## src/rtl/alu_exec_unit_if.sv

```systemverilog
// Issue/result bundle for alu_exec_unit: operands plus decode fields in, registered result out.
// Latency: none (wires only); the unit behind it answers one cycle or more after accept.
// Backpressure: valid/ready on both sides; in_ready gates issue, out_ready holds the result.
//
// Signals: in_valid/in_ready, alu_op, funct, a, b, shamt (issue side)
//          out_valid/out_ready, result, zero, alu_ctl, illegal (result side)
// Modports: master = issuer (register-read stage / bench), slave = alu_exec_unit.
interface alu_exec_unit_if #(
    parameter int WIDTH   = 32,
    parameter int SHAMT_W = $clog2(WIDTH)
);
    logic               in_valid;
    logic               in_ready;
    logic [1:0]         alu_op;
    logic [5:0]         funct;
    logic [WIDTH-1:0]   a;
    logic [WIDTH-1:0]   b;
    logic [SHAMT_W-1:0] shamt;
    logic               out_valid;
    logic               out_ready;
    logic [WIDTH-1:0]   result;
    logic               zero;
    logic [2:0]         alu_ctl;
    logic               illegal;

    modport master (
        output in_valid, alu_op, funct, a, b, shamt, out_ready,
        input  in_ready, out_valid, result, zero, alu_ctl, illegal
    );

    modport slave (
        input  in_valid, alu_op, funct, a, b, shamt, out_ready,
        output in_ready, out_valid, result, zero, alu_ctl, illegal
    );
endinterface

```

## src/rtl/alu_exec_unit.sv

```systemverilog
// ALU control decode + execute for the multi-cycle datapath (add/sub/and/or/slt/rol/ror).
// Latency: 1 cycle for single-step ops, 1+shamt for rotates, 1+WIDTH for MULT when enabled.
// Backpressure: accepts only in IDLE; result/zero/alu_ctl/illegal held in DONE until out_ready.
//
// Ports: clk, rst_n (synchronous, active-low), bus (alu_exec_unit_if.slave).
// Optional: define ALU_EXEC_MUL_EN to add funct 011000 (MULT), a WIDTH-cycle shift-add multiply.
module alu_exec_unit #(
    parameter int WIDTH   = 32,
    parameter int SHAMT_W = $clog2(WIDTH)
) (
    input  logic           clk,
    input  logic           rst_n,
    alu_exec_unit_if.slave bus
);

    localparam logic [2:0] CTL_AND = 3'b000;
    localparam logic [2:0] CTL_OR  = 3'b001;
    localparam logic [2:0] CTL_ADD = 3'b010;
    localparam logic [2:0] CTL_NOP = 3'b011;
    localparam logic [2:0] CTL_ROL = 3'b100;
    localparam logic [2:0] CTL_ROR = 3'b101;
    localparam logic [2:0] CTL_SUB = 3'b110;
    localparam logic [2:0] CTL_SLT = 3'b111;

`ifdef ALU_EXEC_MUL_EN
    typedef enum logic [1:0] {S_IDLE, S_ROT, S_DONE, S_MUL} state_t;
`else
    typedef enum logic [1:0] {S_IDLE, S_ROT, S_DONE} state_t;
`endif

    typedef struct packed {
        logic [2:0] ctl;
        logic       ill;
        logic       rol;
        logic       ror;
        logic       mul;
    } dec_t;

    function automatic dec_t decode(input logic [1:0] op, input logic [5:0] fn);
        dec_t d;
        d     = '0;
        d.ctl = CTL_NOP;
        case (op)
            2'b00: d.ctl = CTL_ADD;
            2'b01: d.ctl = CTL_SUB;
            default: begin
                case (fn)
                    6'b100000: d.ctl = CTL_ADD;
                    6'b100001: begin d.ctl = CTL_ROL; d.rol = 1'b1; end
                    6'b100010: d.ctl = CTL_SUB;
                    6'b100011: begin d.ctl = CTL_ROR; d.ror = 1'b1; end
                    6'b100100: d.ctl = CTL_AND;
                    6'b100101: d.ctl = CTL_OR;
                    6'b101010: d.ctl = CTL_SLT;
`ifdef ALU_EXEC_MUL_EN
                    6'b011000: d.mul = 1'b1;
`endif
                    default:   d.ill = 1'b1;
                endcase
            end
        endcase
        return d;
    endfunction

    state_t             state, state_nxt;
    dec_t               dec;
    logic               accept;
    logic               go_rot;
    logic [WIDTH-1:0]   alu_val;
    logic [WIDTH-1:0]   work;
    logic [WIDTH-1:0]   rot_next;
    logic [SHAMT_W-1:0] cnt;
    logic               rol_q;
    logic [WIDTH-1:0]   result_q;
    logic               zero_q;
    logic [2:0]         ctl_q;
    logic               ill_q;
    logic               in_ready_c;
    logic               out_valid_c;

`ifdef ALU_EXEC_MUL_EN
    logic [WIDTH-1:0]   acc;
    logic [WIDTH-1:0]   mplier;
    logic [WIDTH-1:0]   acc_nxt;
    // work holds the multiplicand, shifted left one place per step
    assign acc_nxt = acc + (mplier[0] ? work : '0);
`endif

    assign dec    = decode(bus.alu_op, bus.funct);
    assign accept = bus.in_valid && in_ready_c;
    // shamt==0 rotates finish in one step like any other op
    assign go_rot = (dec.rol || dec.ror) && (bus.shamt != '0);

    assign rot_next = rol_q ? {work[WIDTH-2:0], work[WIDTH-1]}
                            : {work[0], work[WIDTH-1:1]};

    // Single-step result, evaluated on the live issue operands
    always_comb begin
        alu_val = '0;
        case (dec.ctl)
            CTL_ADD: alu_val = bus.a + bus.b;
            CTL_SUB: alu_val = bus.a - bus.b;
            CTL_AND: alu_val = bus.a & bus.b;
            CTL_OR:  alu_val = bus.a | bus.b;
            CTL_SLT: alu_val = {{(WIDTH-1){1'b0}}, ($signed(bus.a) < $signed(bus.b))};
            CTL_ROL, CTL_ROR: alu_val = bus.a;
            default: alu_val = '0;
        endcase
    end

    // State register
    always_ff @(posedge clk) begin
        if (!rst_n) state <= S_IDLE;
        else        state <= state_nxt;
    end

    // Next-state logic
    always_comb begin
        state_nxt = state;
        case (state)
            S_IDLE: begin
                if (accept) begin
                    if (go_rot)       state_nxt = S_ROT;
`ifdef ALU_EXEC_MUL_EN
                    else if (dec.mul) state_nxt = S_MUL;
`endif
                    else              state_nxt = S_DONE;
                end
            end
            S_ROT:  if (cnt == SHAMT_W'(1)) state_nxt = S_DONE;
`ifdef ALU_EXEC_MUL_EN
            S_MUL:  if (cnt == '1) state_nxt = S_DONE;
`endif
            S_DONE: if (bus.out_ready) state_nxt = S_IDLE;
            default: state_nxt = S_IDLE;
        endcase
    end

    // Output logic
    always_comb begin
        in_ready_c  = (state == S_IDLE);
        out_valid_c = (state == S_DONE);
    end

    // Datapath: operand capture, iteration, registered result
    always_ff @(posedge clk) begin
        if (!rst_n) begin
            result_q <= '0;
            zero_q   <= 1'b0;
            ctl_q    <= CTL_NOP;
            ill_q    <= 1'b0;
            rol_q    <= 1'b0;
            work     <= '0;
            cnt      <= '0;
`ifdef ALU_EXEC_MUL_EN
            acc      <= '0;
            mplier   <= '0;
`endif
        end else begin
            case (state)
                S_IDLE: begin
                    if (accept) begin
                        ctl_q <= dec.ctl;
                        ill_q <= dec.ill;
                        rol_q <= dec.rol;
                        work  <= bus.a;
                        cnt   <= bus.shamt;
`ifdef ALU_EXEC_MUL_EN
                        acc    <= '0;
                        mplier <= bus.b;
                        if (dec.mul) cnt <= '0;
                        if (!go_rot && !dec.mul) begin
`else
                        if (!go_rot) begin
`endif
                            result_q <= alu_val;
                            zero_q   <= (alu_val == '0);
                        end
                    end
                end
                S_ROT: begin
                    work <= rot_next;
                    cnt  <= cnt - 1'b1;
                    if (cnt == SHAMT_W'(1)) begin
                        result_q <= rot_next;
                        zero_q   <= (rot_next == '0);
                    end
                end
`ifdef ALU_EXEC_MUL_EN
                S_MUL: begin
                    acc    <= acc_nxt;
                    work   <= {work[WIDTH-2:0], 1'b0};
                    mplier <= {1'b0, mplier[WIDTH-1:1]};
                    cnt    <= cnt + 1'b1;
                    if (cnt == '1) begin
                        result_q <= acc_nxt;
                        zero_q   <= (acc_nxt == '0);
                    end
                end
`endif
                default: ;
            endcase
        end
    end

    assign bus.in_ready  = in_ready_c;
    assign bus.out_valid = out_valid_c;
    assign bus.result    = result_q;
    assign bus.zero      = zero_q;
    assign bus.alu_ctl   = ctl_q;
    assign bus.illegal   = ill_q;

endmodule

```

## src/flat_wrapper.sv

```systemverilog
// flat-port wrapper written by rule: the top's interface ports become plain ports
module alu_exec_unit_flat 
#(
    parameter int WIDTH   = 32,
    parameter int SHAMT_W = $clog2(WIDTH)
)
  (clk, rst_n, bus_in_valid, bus_alu_op, bus_funct, bus_a, bus_b, bus_shamt, bus_out_ready, bus_in_ready, bus_out_valid, bus_result, bus_zero, bus_alu_ctl, bus_illegal);
  alu_exec_unit_if #(.WIDTH(WIDTH), .SHAMT_W(SHAMT_W)) bus_i ();
  input  logic clk;
  input  logic rst_n;
  input wire logic [$bits(bus_i.in_valid)-1:0] bus_in_valid;
  input wire logic [$bits(bus_i.alu_op)-1:0] bus_alu_op;
  input wire logic [$bits(bus_i.funct)-1:0] bus_funct;
  input wire logic [$bits(bus_i.a)-1:0] bus_a;
  input wire logic [$bits(bus_i.b)-1:0] bus_b;
  input wire logic [$bits(bus_i.shamt)-1:0] bus_shamt;
  input wire logic [$bits(bus_i.out_ready)-1:0] bus_out_ready;
  output wire logic [$bits(bus_i.in_ready)-1:0] bus_in_ready;
  output wire logic [$bits(bus_i.out_valid)-1:0] bus_out_valid;
  output wire logic [$bits(bus_i.result)-1:0] bus_result;
  output wire logic [$bits(bus_i.zero)-1:0] bus_zero;
  output wire logic [$bits(bus_i.alu_ctl)-1:0] bus_alu_ctl;
  output wire logic [$bits(bus_i.illegal)-1:0] bus_illegal;
  assign bus_i.in_valid = bus_in_valid;
  assign bus_i.alu_op = bus_alu_op;
  assign bus_i.funct = bus_funct;
  assign bus_i.a = bus_a;
  assign bus_i.b = bus_b;
  assign bus_i.shamt = bus_shamt;
  assign bus_i.out_ready = bus_out_ready;
  assign bus_in_ready = bus_i.in_ready;
  assign bus_out_valid = bus_i.out_valid;
  assign bus_result = bus_i.result;
  assign bus_zero = bus_i.zero;
  assign bus_alu_ctl = bus_i.alu_ctl;
  assign bus_illegal = bus_i.illegal;
  alu_exec_unit #(.WIDTH(WIDTH), .SHAMT_W(SHAMT_W)) u_core (.clk(clk), .rst_n(rst_n), .bus(bus_i));
endmodule
```

## config.mk

```make
export PLATFORM = sky130hd
export DESIGN_NAME = alu_exec_unit_flat
export DESIGN_NICKNAME = d
export VERILOG_FILES = /design/src/rtl/alu_exec_unit_if.sv /design/src/rtl/alu_exec_unit.sv /design/src/flat_wrapper.sv
export SDC_FILE = /design/constraint.sdc
export NUM_CORES = 1
export LEC_CHECK = 0
export CORE_ASPECT_RATIO = 1.5
export CORE_MARGIN = 3
export CORE_UTILIZATION = 40
export CTS_BUF_LIST = sky130_fd_sc_hd__clkbuf_4
export DETAILED_ROUTE_END_ITERATION = 8
export GPL_ROUTABILITY_DRIVEN = 0
export SYNTH_ARGS = -nofsm -noshare
export SYNTH_HDL_FRONTEND = slang
export SYNTH_SLANG_ARGS = --single-unit
```

## constraint.sdc

```tcl
create_clock -name clk -period 4.3 [get_ports clk]
set_input_delay 0.86 -clock clk [delete_from_list [all_inputs] [get_ports clk]]
set_output_delay 0.86 -clock clk [all_outputs]
set_load 0.02 [all_outputs]
```

==> impl_metrics.py <==
metrics = {
    "critical_path": {
        "r2r_setup_slack_ns": 1.44,
        "endpoint": "u_core.bus.zero$_SDFFE_PN0P_",
        "endpoint_kind": "flip-flop",
        "crit_start": "bus_a[10]",
        "reg2reg_depth": 12,
        "cp.required_ns": 4.66,
        "reg2reg_from": "u_core.cnt[1]$_SDFFE_PN0P_",
        "cp.arrival_ns": 4.56,
        "crit_type": "in2reg",
        "r2r_end": "u_core.bus.zero$_SDFFE_PN0P_",
        "critical_path.startpoint_type": "input port",
        "cp_max_fo": 7,
    },
    "yosys": {
        "synth_compound_area_share_pct": 33.0,
        "synth_top_family_by_area": "compound AO/OA/AOI/OAI gates",
        "synth_area_leaders": "dfxtp_1 (16%), ha_1 (14%), nand2_1 (5.1%), nor2_1 (4.8%), a21oi_1 (4.6%)",
        "syn_nets": 1516,
        "yosysTopAreaCell": "dfxtp_1",
        "synthMuxAreaShare_pct": 4.59,
        "yosys_register_bits": 77,
        "synthCells": 1328,
        "async_flop_share_pct": 0,
        "ys_types": 85,
        "synth_top_flop_cell": "dfxtp_1",
        "ys_warn_count": 0,
        "synth-adder-area-share_pct": 14.2,
        "synth_area_sq_um": 9630,
        "synth_edf_count": 0,
        "synthSimpleGateAreaFrac_pct": 22.9,
        "synth_top_cell_area_share_pct": 16.0,
        "synth_xor_area_share_pct": 1.27,
        "seq_area_frac_synth_pct": 16.0,
        "avgSynthCellArea_sq_um": 7.25,
    },
    "clock_network": {
        "cts_num_sinks": 77,
        "clk-insertion-delay-late_ns": 0.44,
        "root_buffer": "clkbuf_4",
        "clkTransAtPathRegs_ns": 0.13,
        "cts_tree": "built",
        "cts_buffer_depth": 2,
        "h-tree-depth": 3,
        "numCtsBuffers": 9,
    },
    "routing": {
        "first_iter_violations": 954,
        "routed_via_density": 5.98,
        "ant_nets": 0,
        "drcViolationCount": 0,
        "drt-total-wl_microns": 40100,
        "via_count": 11586,
        "wl_per_cell_microns": 20.7,
        "drtPass1Iterations": 5,
    },
    "floorplan": {
        "die_x_microns": 133,
        "start_util_pct": 41.3,
        "core_area_sq_um": 23300,
        "dieArea_sq_um": 26000,
        "io_pins": 120,
        "die_h_microns": 196,
        "rows": 68,
    },
    "cells_and_area": {
        "drive_gt1_share_pct": 19.0,
        "area_growth_pct": 35.4,
        "post-route-util_pct": 55.9,
        "finalNetCount": 1804,
    },
    "min_path": {
        "holdPathStages": 2,
        "min_path_type": "reg2reg",
    },
    "global_route": {
        "grt_max_degree": 79,
        "grt_first_pass_wirelength_microns": 62000,
        "grt_overflow": 0,
        "grt_pass1_vias": 11352,
        "antenna_found_initial": 2,
        "track_usage_pct": 29.6,
    },
    "sta": {
        "finalCritPeriodShare_pct": 97.7,
        "final.setup.tns_ns": 0,
        "relSlewSlack_pct": 48.6,
        "setup-violations-final": 0,
        "period_minus_slack_ns": 4.20,
        "rsz0062_at_grt": "no",
        "max_freq_mhz": 238,
        "drv_slew": 0,
        "skew_ns": 0.0129,
        "hold_violations": 0,
        "worstMarginPinSlew_ns": 0.770,
        "timing.hold.ws_ns": 0.472,
    },
    "pwr": {
        "p_seq_share_pct": 27.7,
        "ir_drop_mv": 0.275,
        "p_switching_w": 0.00124,
        "p_per_area_nw_per_um2": 231,
        "pwr-share-comb_pct": 55.3,
        "p_leak_nw": 5.52,
        "clkPwrFrac_pct": 17.0,
        "cellInternalPower_w": 0.00177,
        "sw_frac_of_total_pct": 41.3,
        "finalPower_w": 0.00301,
    },
    "run": {
        "drv_cap": 0,
    },
    "placed_design": {
        "port-buffer-count": 119,
        "dpl.hpwl_microns": 32400,
    },
    "run_status": {
        "status": "finished clean",
    },
}
through the flow:
| stage | setup WS (ns) | instance area, sq um | std cells |
|---|---|---|---|
| 5_1_grt | 0.0198 | 13000 | 1938 |
| 3_5_place_dp | -0.421 | 12800 | 1920 |
| 3_3_place_gp | -0.391 | 12800 | 1920 |
| 4_1_cts | 0.00232 | 12900 | 1936 |
| 6_report | 0.0992 | 13000 | 1938 |
| 2_1_floorplan | 0.607 | 9630 | 1328 |
how the worst min path moves through the flow:
stage / startpoint / to / slack (ns)
global placement: u_core.cnt[4]$_SDFFE_PN0P_ / u_core.cnt[4]$_SDFFE_PN0P_ / 0.46
detailed placement: u_core.bus.result[26]$_SDFFE_PN0P_ / u_core.bus.result[26]$_SDFFE_PN0P_ / 0.46
CTS: u_core.bus.result[26]$_SDFFE_PN0P_ / u_core.bus.result[26]$_SDFFE_PN0P_ / 0.48
global route: u_core.bus.result[21]$_SDFFE_PN0P_ / u_core.bus.result[21]$_SDFFE_PN0P_ / 0.50
finish: u_core.bus.result[26]$_SDFFE_PN0P_ / u_core.bus.result[26]$_SDFFE_PN0P_ / 0.47
floorplan: u_core.cnt[4]$_SDFFE_PN0P_ / u_core.cnt[4]$_SDFFE_PN0P_ / 0.44
layout by cell type (no fill, tap or decap), types with 6 or more instances in the layout:
cell type | synthesis | routed
nand2b_1 | 20 | 19
a21boi_0 | 20 | 20
and3_1 | 7 | 7
nor2_1 | 122 | 120
o21ai_0 | 80 | 79
a211oi_1 | 31 | 27
nand2_1 | 130 | 130
a22oi_1 | 9 | 9
buf_4 | 1 | 243
clkdlybuf4s50_1 | 0 | 118
nand4_1 | 15 | 15
mux2i_1 | 43 | 43
xnor2_1 | 11 | 11
nor4_1 | 13 | 11
nand3_1 | 18 | 18
a221oi_1 | 38 | 37
o211ai_1 | 23 | 23
o21a_1 | 7 | 7
or3_1 | 10 | 10
and2_1 | 16 | 16
nor3_1 | 20 | 17
clkbuf_4 | 0 | 10
dfxtp_1 | 77 | 76
a31oi_1 | 10 | 9
nor2b_1 | 53 | 53
a21oi_1 | 88 | 86
ha_1 | 105 | 105
o31ai_1 | 18 | 16
a32oi_1 | 6 | 6
nor3_2 | 4 | 7
a21o_1 | 12 | 12
a22o_1 | 6 | 6
inv_1 | 100 | 100
o21bai_1 | 7 | 7
critical path: stages:
cell,delay (ns)
clkdlybuf4s50_1,0.51
inv_1,0.06
ha_1,0.37
buf_4,0.19
nand2_1,0.13
o41ai_1,0.61
nand3b_1,0.14
o211ai_1,0.23
o2111ai_1,0.15
a311oi_1,0.37
xnor2_1,0.16
o22ai_1,0.14
or3_1,0.38
o31ai_2,0.25
final cells by class:
| class | instances | area (sq um) |
|---|---|---|
| fillers | 2297 | 10300 |
| multi-input cells | 1061 | 7440 |
| repair buffers | 367 | 3110 |
| flip-flops and latches | 77 | 1540 |
| well taps | 315 | 394 |
| inverters | 100 | 375 |
| clock inverters | 6 | 86.3 |
| clock buffers | 10 | 75.1 |
| diodes | 2 | 5.00 |
kinds of logic (layout without fill, tap and decap cells):
group | Yosys count | after routing
muxes | 44 | 44
AOI/OAI and AO/OA | 445 | 445
adders and majority gates | 108 | 108
and+or+nand+nor | 450 | 450
buffers and inverters | 190 | 483
DFF | 77 | 77
xor gates and xnor gates | 14 | 14
other | 0 | 2
power by group through the flow:
stage               Combinational [W]  Clock, W  Sequential, W
finish                        0.00167  0.000512       0.000834
global route                  0.00179  0.000542       0.000841
CTS                           0.00162  0.000516       0.000832
detailed placement            0.00161         0       0.000847
global placement              0.00160         0       0.000848
floorplan                    0.000820         0       0.000872
synth_stat cells (all sizes together), types with 9 or more instances:
master	instances
o311ai	9
nor4	14
o211ai	24
o21ai	82
mux2i	43
a221oi	39
a22oi	9
nor2	122
xnor2	11
a31oi	11
nor3	24
dfxtp	77
a211oi	31
nand2	130
a21oi	88
inv	100
buf	36
o31ai	20
or3	10
a21o	12
nor2b	53
clkbuf	54
nand4	15
and2	16
a21boi	21
ha	105
nand2b	20
nand3	18
registers in the layout (all words and copies together) (netlist names):
register and flops:
u_core.bus.alu_ctl 3, u_core.cnt 5, u_core.bus.illegal 1, u_core.bus.result 32
u_core.bus.zero 1, u_core.work 32, u_core.rol_q 1, u_core.state 2
per-layer routing:
layer  GRT usage (%)  vias to the layer above  wire length (microns)
met4            15.2                        0                   1960
li1                -                     5421                      -
met2            51.3                      564                  19300
met3            2.59                      118                   2400
met5               0                        -                      0
met1            36.4                     5483                  16400
what timing repair did:
| action | in CTS | in global routing |
|---|---|---|
| hold buffers | 0 | 0 |
| resized for setup | 0 | 22 |
| setup buffers | 0 | 0 |
| endpoints found under the setup margin | 0 | 3 |
Power figures use the tool's default switching activity.
